$ cat src/rtl/sequential_divider.sv
// -----------------------------------------------------------------------------
// sequential_divider
//
// Fixed-latency restoring (shift-subtract) divider. Divides a 2*WIDTH-bit
// dividend by a WIDTH-bit divisor and returns a 2*WIDTH-bit quotient and a
// WIDTH-bit remainder exactly 2*WIDTH clock edges after the accepting edge,
// independent of operand values (divide-by-zero included).
//
// Handshake: start is sampled only in IDLE or DONE. An accepted start
// captures both operands, clears the visible results and raises busy.
// quotientDone is a one-cycle pulse in the DONE state marking valid results,
// which then hold until the next accepted start or reset. start while busy
// is ignored.
//
// Ports
//   clk           in   1          rising-edge clock
//   rst           in   1          synchronous, active-high reset
//   start         in   1          operation request
//   dividend      in   2*WIDTH    numerator, captured on accepted start
//   divisor       in   WIDTH      denominator, captured on accepted start
//   quotient      out  2*WIDTH    result, valid from quotientDone onward
//   remainder     out  WIDTH      result, valid from quotientDone onward
//   divByZero     out  1          set with quotientDone when divisor was 0
//   busy          out  1          high while iterating
//   quotientDone  out  1          one-cycle pulse marking valid results
//   dbg_state_o   out  2          current FSM state (0 IDLE, 1 BUSY, 2 DONE)
// -----------------------------------------------------------------------------
module sequential_divider #(
  parameter int WIDTH = 4
) (
  input  logic                 clk,
  input  logic                 rst,
  input  logic                 start,
  input  logic [2*WIDTH-1:0]   dividend,
  input  logic [WIDTH-1:0]     divisor,
  output logic [2*WIDTH-1:0]   quotient,
  output logic [WIDTH-1:0]     remainder,
  output logic                 divByZero,
  output logic                 busy,
  output logic                 quotientDone,
  output logic [1:0]           dbg_state_o
);

  localparam int DW = 2 * WIDTH;
  localparam int CW = $clog2(DW + 1);

  typedef enum logic [1:0] {
    IDLE = 2'd0,
    BUSY = 2'd1,
    DONE = 2'd2
  } state_e;

  state_e              state_q, state_d;
  logic [CW-1:0]       cnt_q, cnt_d;
  logic [DW-1:0]       dvd_q, dvd_d;        // dividend shift register, MSB first
  logic [WIDTH-1:0]    dvd_lo_q, dvd_lo_d;  // low dividend bits for the /0 result
  logic [WIDTH-1:0]    dvs_q, dvs_d;
  logic [WIDTH:0]      prem_q, prem_d;      // partial remainder, one guard bit
  logic [DW-1:0]       quo_q, quo_d;        // quotient being assembled
  logic [DW-1:0]       quot_q, quot_d;      // visible quotient
  logic [WIDTH-1:0]    rem_q, rem_d;        // visible remainder
  logic                dbz_q, dbz_d;

  // ---------------------------------------------------------------------------
  // One restoring step, evaluated every cycle and consumed only in BUSY.
  // The partial remainder is always < divisor before the shift, so after
  // shifting in one dividend bit it is < 2*divisor and fits WIDTH+1 bits;
  // after the conditional subtract it is again < divisor.
  // With divisor 0 the compare always succeeds, but the result is still
  // overridden explicitly at the final step.
  // ---------------------------------------------------------------------------
  logic [WIDTH:0]      prem_shift;
  logic                ge;
  logic [WIDTH:0]      prem_step;
  logic [DW-1:0]       quo_step;
  logic                dvs_zero;

  always_comb begin
    prem_shift = {prem_q[WIDTH-1:0], dvd_q[DW-1]};
    ge         = (prem_shift >= {1'b0, dvs_q});
    prem_step  = ge ? (prem_shift - {1'b0, dvs_q}) : prem_shift;
    quo_step   = {quo_q[DW-2:0], ge};
    dvs_zero   = (dvs_q == '0);
  end

  // ---------------------------------------------------------------------------
  // Next-state logic. Control flow depends only on state and counter, never
  // on operand values, so done timing is data independent.
  // ---------------------------------------------------------------------------
  always_comb begin
    state_d  = state_q;
    cnt_d    = cnt_q;
    dvd_d    = dvd_q;
    dvd_lo_d = dvd_lo_q;
    dvs_d    = dvs_q;
    prem_d   = prem_q;
    quo_d    = quo_q;
    quot_d   = quot_q;
    rem_d    = rem_q;
    dbz_d    = dbz_q;

    case (state_q)
      IDLE, DONE: begin
        if (start) begin
          state_d  = BUSY;
          cnt_d    = CW'(DW);
          dvd_d    = dividend;
          dvd_lo_d = dividend[WIDTH-1:0];
          dvs_d    = divisor;
          prem_d   = '0;
          quo_d    = '0;
          quot_d   = '0;
          rem_d    = '0;
          dbz_d    = 1'b0;
        end else if (state_q == DONE) begin
          // Results keep holding in IDLE; only the done pulse ends here.
          state_d = IDLE;
        end
      end

      BUSY: begin
        dvd_d  = {dvd_q[DW-2:0], 1'b0};
        prem_d = prem_step;
        quo_d  = quo_step;
        cnt_d  = cnt_q - CW'(1);
        if (cnt_q == CW'(1)) begin
          state_d = DONE;
          quot_d  = dvs_zero ? {DW{1'b1}} : quo_step;
          rem_d   = dvs_zero ? dvd_lo_q   : prem_step[WIDTH-1:0];
          dbz_d   = dvs_zero;
        end
      end

      default: begin
        state_d = IDLE;
      end
    endcase
  end

  // ---------------------------------------------------------------------------
  // State register
  // ---------------------------------------------------------------------------
  always_ff @(posedge clk) begin
    if (rst) begin
      state_q  <= IDLE;
      cnt_q    <= '0;
      dvd_q    <= '0;
      dvd_lo_q <= '0;
      dvs_q    <= '0;
      prem_q   <= '0;
      quo_q    <= '0;
      quot_q   <= '0;
      rem_q    <= '0;
      dbz_q    <= 1'b0;
    end else begin
      state_q  <= state_d;
      cnt_q    <= cnt_d;
      dvd_q    <= dvd_d;
      dvd_lo_q <= dvd_lo_d;
      dvs_q    <= dvs_d;
      prem_q   <= prem_d;
      quo_q    <= quo_d;
      quot_q   <= quot_d;
      rem_q    <= rem_d;
      dbz_q    <= dbz_d;
    end
  end

  // DONE lasts exactly one cycle (it always leaves to IDLE or BUSY), so the
  // done pulse is simply the state decode.
  assign quotient     = quot_q;
  assign remainder    = rem_q;
  assign divByZero    = dbz_q;
  assign busy         = (state_q == BUSY);
  assign quotientDone = (state_q == DONE);
  assign dbg_state_o  = state_q;

endmodule
$ cat config.mk
export PLATFORM = sky130hd
export DESIGN_NAME = sequential_divider
export DESIGN_NICKNAME = d
export VERILOG_FILES = /design/src/rtl/sequential_divider.sv
export SDC_FILE = /design/constraint.sdc
export NUM_CORES = 1
export LEC_CHECK = 0
export ABC_AREA = 1
export CAP_MARGIN = 15
export CORE_AREA = 2 2 74 76
export DETAILED_ROUTE_END_ITERATION = 8
export DIE_AREA = 0 0 76 78
export PLACE_DENSITY = 0.61
export SYNTH_ARGS = -nofsm -noshare
export SYNTH_HDL_FRONTEND = slang
export SYNTH_SLANG_ARGS = --single-unit
$ cat constraint.sdc
create_clock -name clk -period 2.3 [get_ports clk]
set_clock_uncertainty 0.2 [all_clocks]
set_input_delay 0.23 -clock clk [delete_from_list [all_inputs] [get_ports clk]]
set_output_delay 0.23 -clock clk [all_outputs]
set_load 0.1 [all_outputs]
-- Word level (Yosys, flattened, before mapping)
Index checks and enable logic that the tools add are counted.
- $add $sub $neg: 2
- $lt $le $gt $ge: 1
- equal/unequal tests: 6
- muxes and demuxes: 23
- reductions and logical operators: 8
- operators by type and width (operator ; number):
    $mux 8 ; 4
    $pmux 8 s2 ; 2
    $mux 4 ; 6
    $pmux 4 s2 ; 3
    $pmux 7 s2 ; 1
    $mux 2 ; 3
    $reduce_and 2->1 ; 3
    $ge 5x4->1 ; 1
    $eq 4x1->1 const B ; 1
    $logic_not 4->1 ; 1
    $pmux 2 s2 ; 1
    $sub 4x1->4 const B ; 1
    $sub 4x4->4 ; 1
    $ne 3x3->1 const B ; 1
    $reduce_and 3->1 ; 1
    $eq 2x1->1 const B ; 1
    $eq 2x2->1 const B ; 1
    $logic_not 2->1 ; 1
    $mux 1 ; 2
    $ne 2x1->1 const B ; 1
    $ne 2x2->1 const B ; 1
    $pmux 1 s2 ; 1
    $reduce_bool 2->1 ; 1
    $reduce_or 2->1 ; 1
- flip-flop bits (word level): 46
- bits of input ports: 15
- output and inout bits: 17
- word-level logic and storage cells: 50

-- Logic depth before layout (Yosys ltp)
Gate-level depths: netlist of run 1.
- depth in word-level cells: 5
- depth in mapped cells: 13
- gate-level depth less buffers: 13

-- Worst setup path before layout of run 1
Ideal clock, no wire load.
- kind: register to output
- start: register state_q[1] (netlist: dbg_state_o[1])
- end: output port quotientDone
- arrival time: 2.359 ns
- data required time: 1.870 ns
- slack: -0.489 ns
- stages on the path, launching flop included: 3
- buffers on the path: 0
- cells stage by stage: dfxtp_1 > inv_1 > nor2_1
- word-level cells in the longest chain between the ends: 1
- ends and longest elaborated chain (item ; RTL line ; RTL):
    from (decl) ; 53 ; state_e state_q, state_d;
    from (signal assigned) ; 156 ; state_q <= state_d;
    $eq 2x2->1 ; 175 ; assign quotientDone = (state_q == DONE);
    to (decl) ; 40 ; output logic quotientDone,
Every way passes these cells.

-- Final worst setup path of run 1
- start: register dvd_q[7]
- end: register prem_q[1]
- word-level cells in the longest chain between the ends: 3
- ends and longest elaborated chain (item ; RTL line ; RTL):
    from (decl) ; 55 ; logic [DW-1:0] dvd_q, dvd_d;
    from (signal assigned) ; 158 ; dvd_q <= dvd_d;
    $sub 4x4->4 / $ge 5x4->1 (equally long branches) ; 81, 80 ;
    $mux 4 * ; 81 ; prem_step = ge ? (prem_shift - {1'b0, dvs_q}) : prem_shift;
    $pmux 4 s2 * ; 102 ; case (state_q)
    to (signal assigned) ; 161 ; prem_q <= prem_d;
    to (decl) ; 58 ; logic [WIDTH:0] prem_q, prem_d;
Every way passes the cells marked *; elsewhere a longest branch is shown, timed or not.
A chain may end at the register's enable or synchronous reset.

==> flow_metrics.env, run 1 <==
export IMPL_status="completed"
export IMPL_core_um2=5042
export IMPL_grt_start_max_net_pins=30
export IMPL_tritoncts="yes"
export IMPL_synth_top_family_by_area="compound AO/OA/AOI/OAI gates"
export IMPL_peakVddDrop_uv=446.4
export IMPL_track_usage=0.1526
export IMPL_place_gp_congestion=0.7873
export IMPL_nFillCells=521
export IMPL_wl_per_cell_um=11.70
export IMPL_seq_area_frac_synth=0.4597
export IMPL_yosys_warnings=0
export IMPL_synth_common_cells="nand2_1, dfxtp_1, a21oi_1, inv_1, nor2_1"
export IMPL_yosys_area_share_adder=0.04747
export IMPL_row_count=26
export IMPL_p_per_area_nw_per_um2=895.4
export IMPL_dieArea_um2=5928
export IMPL_ctsResizeCount=0
export IMPL_relSlewSlack=0.6703
export IMPL_wl_mm=4.094
export IMPL_synth_area_um2=2003
export IMPL_critPathArrivalTime_ns=1.83
export IMPL_synth_simple_gate_area_frac=0.1999
export IMPL_io_pins=32
export IMPL_finalCritPeriodShare=0.8028
export IMPL_layout_drive_gt1_share=0.1929
export IMPL_drtPass1Iterations=4
export IMPL_grt_pass1_vias=1553
export IMPL_hold_viol_final=0
export IMPL_synth_compound_area_share=0.2011
export IMPL_nets=301
export IMPL_drcViolationCount=0
export IMPL_clkSlewWorstSetupHoldPaths_ns=0.09
export IMPL_viasPerCell=4.634
export IMPL_syn_area_per_cell_um2=8.110
export IMPL_leakagePower_nw=0.9649
export IMPL_yosys_top_cells_area="dfxtp_1, nand2_1, a21oi_1"
export IMPL_async_reset_ff_frac=0
export IMPL_synthDistinctLibCells=35
export IMPL_die_h_um=78
export IMPL_synth_cells=247
export IMPL_synth_seq_cells=46
export IMPL_htree_levels=2
export IMPL_start_util=0.3973
export IMPL_antenna_found_initial=0
export IMPL_dp_hpwl_mm=3.023
export IMPL_cts_buffer_depth=2
export IMPL_grt_overflow=0
export IMPL_clock_latency_ns=0.29
export IMPL_syn_to_final_growth_pct=22.36
export IMPL_rsz0062_at_grt="false"
export IMPL_final_util=0.4861
export IMPL_synth_top_area_cell="dfxtp_1"
export IMPL_synthFlopType="dfxtp_1"
export IMPL_fin_crit_ns=1.846
export IMPL_cts_sinks=46
export IMPL_critPathLaunchType="flip-flop"
export IMPL_cp_end_kind="flip-flop"
export IMPL_io_buffers=31
export IMPL_setup_viol=0
export IMPL_synthMuxAreaShare=0
export IMPL_cts_hold_buf=0
export IMPL_drv_cap=0
export IMPL_total_power_mw=2.195
export IMPL_post_cts_buffers=0
export IMPL_antennaDiodeCount=0
export IMPL_synthXorXnorAreaFrac=0.008745
export IMPL_drt_iter0_markers=74
export IMPL_crit_type="flip-flop to flip-flop"
export IMPL_drv_slew=0
export IMPL_tns_ns=0
export IMPL_yosysTopAreaCellShare=0.4597
export IMPL_required_ns=2.28
export IMPL_numCtsBuffers=5
export IMPL_synth_edf_count=0
export IMPL_synth_most_common_cell="nand2_1"
export IMPL_clockRootBuffer="clkbuf_8"
export IMPL_synth_fp_nets=269
export IMPL_die_x_um=76
export IMPL_grt_pass1_wl_mm=7.279
export IMPL_via_count=1622
export IMPL_worst_pin_slew_ns=0.4941
export IMPL_fmax_mhz=541.6
export IMPL_crit_fanout=3
export IMPL_final_antenna_net_count=0
export IMPL_holdCritPathClass="flip-flop to flip-flop"
## layer usage
layer	routed length, um	vias up	global-route usage
li1	-	873	-
met1	2020	724	0.1952
met2	1885	19	0.2509
met3	129	6	0.03837
met4	58	0	0.05455
met5	0	-	0
## logic make-up (layout without fill, tap and decap cells)
| kind of cell | after synthesis | count (layout) |
|---|---|---|
| simple gates | 91 | 91 |
| fa+ha+maj | 7 | 7 |
| xor+xnor | 2 | 2 |
| compound gates | 67 | 67 |
| buf+inv | 34 | 67 |
| flops | 46 | 46 |
## stage by stage
stage | instances | setup slack (ns) | hold slack, ns | instance area [um^2]
detailed placement | 342 | 0.3102 | 0.2513 | 2341
floorplan | 247 | 0.05741 | 0.1949 | 2011
global route | 350 | 0.2994 | 0.2946 | 2451
finish | 350 | 0.4536 | 0.2642 | 2451
CTS | 350 | 0.4224 | 0.2643 | 2451
global placement | 342 | 0.3837 | 0.2497 | 2341
## flip-flops by register name, summed over array words and instances (netlist names), 4 cells and up
| name | count |
|---|---|
| dvd_q | 8 |
| quo_q | 7 |
| dvd_lo_q | 4 |
| quotient | 8 |
| remainder | 4 |
| cnt_q | 4 |
| dvs_q | 4 |
| prem_q | 4 |
## final timing paths
path                            startpoint         to  slack, ns  depth (start not counted)
worst max register to register    dvd_q[7]  prem_q[1]       0.45                          8
worst max-delay path              dvd_q[7]  prem_q[1]       0.45                          8
worst min-delay path              quo_q[5]   quo_q[5]       0.26                          2
worst min register to register    quo_q[5]   quo_q[5]       0.26                          2
## report_power, final
part	switching [mW]	internal (mW)
logic	0.492	0.204
clock network	0.265	0.324
registers	0.0431	0.866
## worst max-delay path: stages, from the launching register on
cell and delay, ns:
dfxtp_1 0.39, inv_1 0.06, ha_1 0.22, inv_1 0.07, fa_1 0.41, inv_1 0.07
a21oi_1 0.06, o21ai_1 0.16, a21oi_1 0.10
## cell usage in the layout, fill, tap and decap left out, drive strengths merged, types with 2 or more instances in the layout
| cell type | Yosys | routed |
|---|---|---|
| a21oi | 37 | 37 |
| a31oi | 7 | 7 |
| ha | 6 | 6 |
| o211ai | 3 | 3 |
| nor3 | 2 | 2 |
| dfxtp | 46 | 46 |
| clkdlybuf4s50 | 0 | 14 |
| or2 | 2 | 2 |
| clkbuf | 4 | 6 |
| nor2 | 14 | 14 |
| buf | 7 | 22 |
| xnor2 | 2 | 2 |
| o21ai | 17 | 17 |
| nand3 | 5 | 5 |
| nand2 | 67 | 67 |
| inv | 22 | 22 |
## cell type report
class	count	area, um^2	area share
multi-input combinational	167	923.4	0.3767
sequential	46	920.9	0.3757
timing repair buffer	36	317.8	0.1297
inverter	23	91.34	0.03726
tap	70	87.58	0.03573
clock buffer	6	72.57	0.02961
clock inverter	2	37.54	0.01531
(Power assumes the default switching activity.)
==> run 2: changes to the inputs <==
Clock period 2.3 ns to 1.89 ns, I/O delays scaled along.
==> run 2 against run 1 <==
  * Non-clock buffer count grew 5
  * Cell count up 1.4%
  * Final area is 10% higher
  * Combinational power increased by 41%
  * Count of clock-buffer cells in the layout unchanged
  * Register-to-register slack worse by 0.39 ns
  * Clock power hardly changed
  * Global-route usage up 0.23 points
  * Setup slack lost 0.39 ns
  * Maximum frequency is 1.3% higher
  * Critical path depth grew 2
  * Critical endpoint is now remainder[2]
  * Largest cell class unchanged
==> flow_metrics.env, run 2 (same netlist as run 1, synthesis figures left out) <==
export IMPL_drtPass1Iterations=4
export IMPL_place_gp_congestion=0.7933
export IMPL_grt_start_max_net_pins=30
export IMPL_via_count=1677
export IMPL_critPathLaunchType="flip-flop"
export IMPL_hold_viol_final=0
export IMPL_row_count=26
export IMPL_r2r_cells=10
export IMPL_wl_mm=4.225
export IMPL_drv_cap=0
export IMPL_instances_no_fill=355
export IMPL_status="completed"
export IMPL_grt_pass1_vias=1553
export IMPL_drcViolationCount=0
export IMPL_die_h_um=78
export IMPL_clkSlewWorstSetupHoldPaths_ns=0.08
export IMPL_wl_per_cell_um=11.90
export IMPL_final_antenna_net_count=0
export IMPL_syn_to_final_growth_pct=34.85
export IMPL_setup_viol=0
export IMPL_antennaDiodeCount=0
export IMPL_r2r_slack_ns=0.07
export IMPL_required_ns=1.89
export IMPL_core_um2=5042
export IMPL_viasPerCell=4.724
export IMPL_hold_worst_slack_ns=0.2626
export IMPL_grt_pass1_wl_mm=7.362
export IMPL_critPathArrivalTime_ns=1.82
export IMPL_tns_ns=0
export IMPL_fmax_mhz=548.5
export IMPL_cts_buffer_depth=2
export IMPL_htree_levels=2
export IMPL_die_x_um=76
export IMPL_track_usage=0.1549
export IMPL_cts_hold_buf=0
export IMPL_p_per_area_nw_per_um2=1000
export IMPL_holdCritPathClass="primary input to flip-flop"
export IMPL_io_buffers=31
export IMPL_layout_drive_gt1_share=0.2456
export IMPL_finalCritPeriodShare=0.9647
export IMPL_drv_slew=0
export IMPL_clock_latency_ns=0.30
export IMPL_tritoncts="yes"
export IMPL_fin_crit_ns=1.823
export IMPL_peakVddDrop_uv=477.0
export IMPL_crit_type="flip-flop to flip-flop"
export IMPL_dieArea_um2=5928
export IMPL_crit_fanout=2
export IMPL_total_power_mw=2.703
export IMPL_final_cell_mix="nand2_1, dfxtp_1, a21oi_1, inv_1, buf_12"
export IMPL_r2r_start="dvd_q[7]"
export IMPL_cp_end_kind="flip-flop"
export IMPL_leakagePower_nw=1.036
export IMPL_clockRootBuffer="clkbuf_8"
export IMPL_grt_overflow=0
export IMPL_numCtsBuffers=5
export IMPL_drt_iter0_markers=65
export IMPL_io_pins=32
export IMPL_setup_worst_path_start="dvd_q[7]"
export IMPL_nFillCells=479
export IMPL_nets=306
export IMPL_timing_rr_end="remainder[2]"
export IMPL_worst_pin_slew_ns=0.5910
export IMPL_relSlewSlack=0.6056
export IMPL_antenna_found_initial=0
export IMPL_final_common_cell="nand2_1"
export IMPL_start_util=0.3973
export IMPL_endpoint="remainder[2]"
export IMPL_cts_sinks=46
export IMPL_dp_hpwl_mm=3.004
export IMPL_dp_cells=346
==> run 2: cell types whose count changed in the layout (fill, tap and decap cells not counted), sizes merged <==
cell,previous run,this run
bufinv,1,0
clkinv,1,3
buf,22,27
clkinvlp,1,0
==> run 2: power by group <==
| group | internal [mW] | switching [mW] |
|---|---|---|
| registers | 1.06 | 0.0751 |
| logic | 0.360 | 0.620 |
| clock network | 0.261 | 0.331 |
| total | 1.68 | 1.03 |
==> run 2: routing by layer <==
metal | wire length [um] | up-vias | GRT usage | share of wire
met1 | 2039 | 761 | 0.2029 | 0.48
met4 | 48 | 0 | 0.06000 | 0.011
met3 | 124 | 6 | 0.03605 | 0.029
met5 | 0 | - | 0 | 0
li1 | - | 888 | - | -
met2 | 2011 | 22 | 0.2491 | 0.48
==> run 2: worst min-delay path by stage <==
| stage | from | end | slack, ns | cells past startpoint |
|---|---|---|---|---|
| after floorplan | divisor[0] | dvs_q[0] | 0.15 | 2 |
| after global placement | dvd_lo_q[2] | dvd_lo_q[2] | 0.25 | 2 |
| after global routing | dividend[4] | dvd_q[4] | 0.28 | 3 |
| after CTS | dividend[5] | dvd_q[5] | 0.26 | 3 |
| after detailed placement | dvd_lo_q[0] | dvd_lo_q[0] | 0.26 | 2 |
| final | dividend[5] | dvd_q[5] | 0.26 | 3 |
==> run 2: layout make-up <==
| cell class | count | area, um^2 | share of cell area |
|---|---|---|---|
| Clock buffer | 6 | 72.57 | 0.02686 |
| Tap cell | 70 | 87.58 | 0.03242 |
| Sequential cell | 46 | 925.9 | 0.3428 |
| Multi-Input combinational cell | 167 | 954.7 | 0.3534 |
| Clock inverter | 2 | 13.76 | 0.005095 |
| Inverter | 23 | 91.34 | 0.03381 |
| Timing Repair Buffer | 41 | 555.5 | 0.2057 |
==> run 2: metrics by stage <==
step	cell area [um^2]	worst slack [ns]	util
5_1_grt	2701	-0.04873	0.5357
3_5_place_dp	2574	0.07076	0.5104
4_1_cts	2660	0.07882	0.5275
2_1_floorplan	2013	0.01535	-
6_report	2701	0.06678	0.5357
3_3_place_gp	2574	0.08680	0.5104
==> run 2: what timing repair did <==
item	CTS	global route
endpoints found under the setup margin	0	7
resized for setup	0	10
setup buffers	0	1
==> run 2: worst max-delay path: stages, from the launching register on <==
cell,delay [ns]
dfxtp_2,0.33
inv_1,0.06
ha_2,0.18
inv_1,0.05
fa_1,0.37
xnor2_1,0.19
nand2_1,0.10
nand3_2,0.08
nand2_1,0.05
nand2_1,0.07
a21oi_2,0.05
==> run 3: changes to the inputs <==
Settings changed: CORE_AREA 2 2 74 76 to 2 2 88 65, DIE_AREA 0 0 76 78 to 0 0 90 67.
==> run 3 against run 2 <==
  * Worst hold slack barely moved
  * Critical path depth fell by 1
  * Cell count did not move
  * Sequential share of layout area fell by 0.066 points
  * Maximum frequency rose by 2.9%
  * Count of clock-buffer cells in the layout rose by 1
==> flow_metrics.env, run 3 (same netlist as run 1, synthesis figures left out) <==
export IMPL_status="completed"
export IMPL_setup_viol=0
export IMPL_post_cts_buffers=0
export IMPL_timing_rr_end="prem_q[3]"
export IMPL_critPathMaxStageDelay_ns=0.33
export IMPL_final_setup_worst_slack_ns=0.1187
export IMPL_nFillCells=480
export IMPL_grt_pass1_wl_mm=7.514
export IMPL_viasPerCell=4.654
export IMPL_crit_fanout=8
export IMPL_row_count=22
export IMPL_cts_buffer_depth=2
export IMPL_whs_path_depth=3
export IMPL_r2r_cells=9
export IMPL_fmax_mhz=564.6
export IMPL_place_gp_congestion=0.7976
export IMPL_drcViolationCount=0
export IMPL_total_power_mw=2.739
export IMPL_final_common_cell="nand2_1"
export IMPL_htree_levels=2
export IMPL_hp_start="dividend[5]"
export IMPL_start_util=0.3913
export IMPL_io_buffers=31
export IMPL_fin_crit_ns=1.771
export IMPL_critPathLaunchType="flip-flop"
export IMPL_antennaDiodeCount=0
export IMPL_finalCritPeriodShare=0.9372
export IMPL_antenna_found_initial=0
export IMPL_holdCritPathClass="primary input to flip-flop"
export IMPL_cp_end_kind="flip-flop"
export IMPL_path_cells="inv_2, ha_4, a21oi_2, nand2_2, nand2_2, nand2_4, or2_1, nand3_2, a21oi_2"
export IMPL_syn_to_final_growth_pct=35.48
export IMPL_clkSlewWorstSetupHoldPaths_ns=0.08
export IMPL_tns_ns=0
export IMPL_final_antenna_net_count=0
export IMPL_peakVddDrop_uv=397.2
export IMPL_cp_num_cells=9
export IMPL_via_count=1652
export IMPL_p_per_area_nw_per_um2=1009
export IMPL_grt_start_max_net_pins=30
export IMPL_tritoncts="yes"
export IMPL_wl_mm=4.470
export IMPL_dieArea_um2=6030
export IMPL_numCtsBuffers=5
export IMPL_cts_sinks=46
export IMPL_core_um2=5120
export IMPL_drv_slew=0
export IMPL_clock_latency_ns=0.30
export IMPL_leakagePower_nw=1.022
export IMPL_nets=304
export IMPL_required_ns=1.87
export IMPL_die_x_um=90
export IMPL_clockRootBuffer="clkbuf_8"
export IMPL_path_buf_inv=1
export IMPL_track_usage=0.1595
export IMPL_drt_iter0_markers=106
export IMPL_path_delay_family="simple AND/OR/NAND/NOR gates"
export IMPL_final_cell_mix="nand2_1, dfxtp_1, a21oi_1, buf_12, clkdlybuf4s50_1"
export IMPL_r2r_start="dvs_q[2]"
export IMPL_dp_hpwl_mm=3.141
export IMPL_drtPass1Iterations=4
export IMPL_grt_overflow=0
export IMPL_wl_per_cell_um=12.59
export IMPL_layout_drive_gt1_share=0.2756
export IMPL_drv_cap=0
export IMPL_setup_worst_path_start="dvs_q[2]"
export IMPL_pre_cts_ws_ns=0.05464
export IMPL_worst_pin_slew_ns=0.4933
export IMPL_crit_type="flip-flop to flip-flop"
export IMPL_r2r_slack_ns=0.12
export IMPL_critPathArrivalTime_ns=1.76
export IMPL_rsz0062_at_grt="false"
export IMPL_grt_pass1_vias=1559
export IMPL_hold_viol_final=0
export IMPL_hold_end="dvd_q[5]"
export IMPL_die_h_um=67
export IMPL_slowest_stage="dfxtp_1"
export IMPL_io_pins=32
export IMPL_relSlewSlack=0.6708
[run 3: worst max-delay path by stage]
stage                   endpoint
floorplan               quo_q[4]
global placement       prem_q[3]
detailed placement     prem_q[3]
CTS                    prem_q[3]
global route        remainder[3]
finish                 prem_q[3]
[run 3: repair_timing]
action / CTS / global route
gates resized for setup: 0 / 21
setup endpoints to repair: 0 / 7
endpoints found under the hold margin: 0 / 0
hold buffers: 0 / 0
[run 3: power breakdown]
part / switching (mW) / total [mW] / internal (mW) / leakage, nW
clock: 0.317 / 0.612 / 0.295 / 0.0482
combinational: 0.634 / 0.996 / 0.362 / 0.594
sequential: 0.0739 / 1.13 / 1.06 / 0.380
total: 1.02 / 2.74 / 1.71 / 1.02
[run 3: area by class of cell]
class | count | area (um^2) | area share
sequential | 46 | 928.4 | 0.3421
multi-input combinational | 167 | 980.9 | 0.3615
clock inverter | 1 | 5.005 | 0.001844
timing repair buffer | 39 | 528.0 | 0.1946
clock buffer | 7 | 86.33 | 0.03181
tap | 72 | 90.09 | 0.03320
inverter | 23 | 95.09 | 0.03504
[run 3: through the flow]
step                utilization  std cells  hold WS, ns  cell area (um^2)
finish                   0.5301        355       0.2624              2714
global placement         0.4993        347       0.2504              2556
floorplan                     -        247       0.1539              2013
detailed placement       0.4993        347       0.2553              2556
CTS                      0.5171        355       0.2573              2648
global route             0.5301        355       0.2647              2714
[run 3: worst reg2reg max path, delay by kind of cell, from the launching register on]
kind	cells	cell delay, ns
flops	1	0.33
buf+inv	1	0.06
fa+ha+maj	1	0.25
simple gates	5	0.59
compound gates	2	0.24
[run 3: metal layers]
layer | part of all wire | track usage
met5 | 0 | 0
met3 | 0.049 | 0.04186
met4 | 0.011 | 0.05192
met1 | 0.53 | 0.2279
met2 | 0.41 | 0.2331
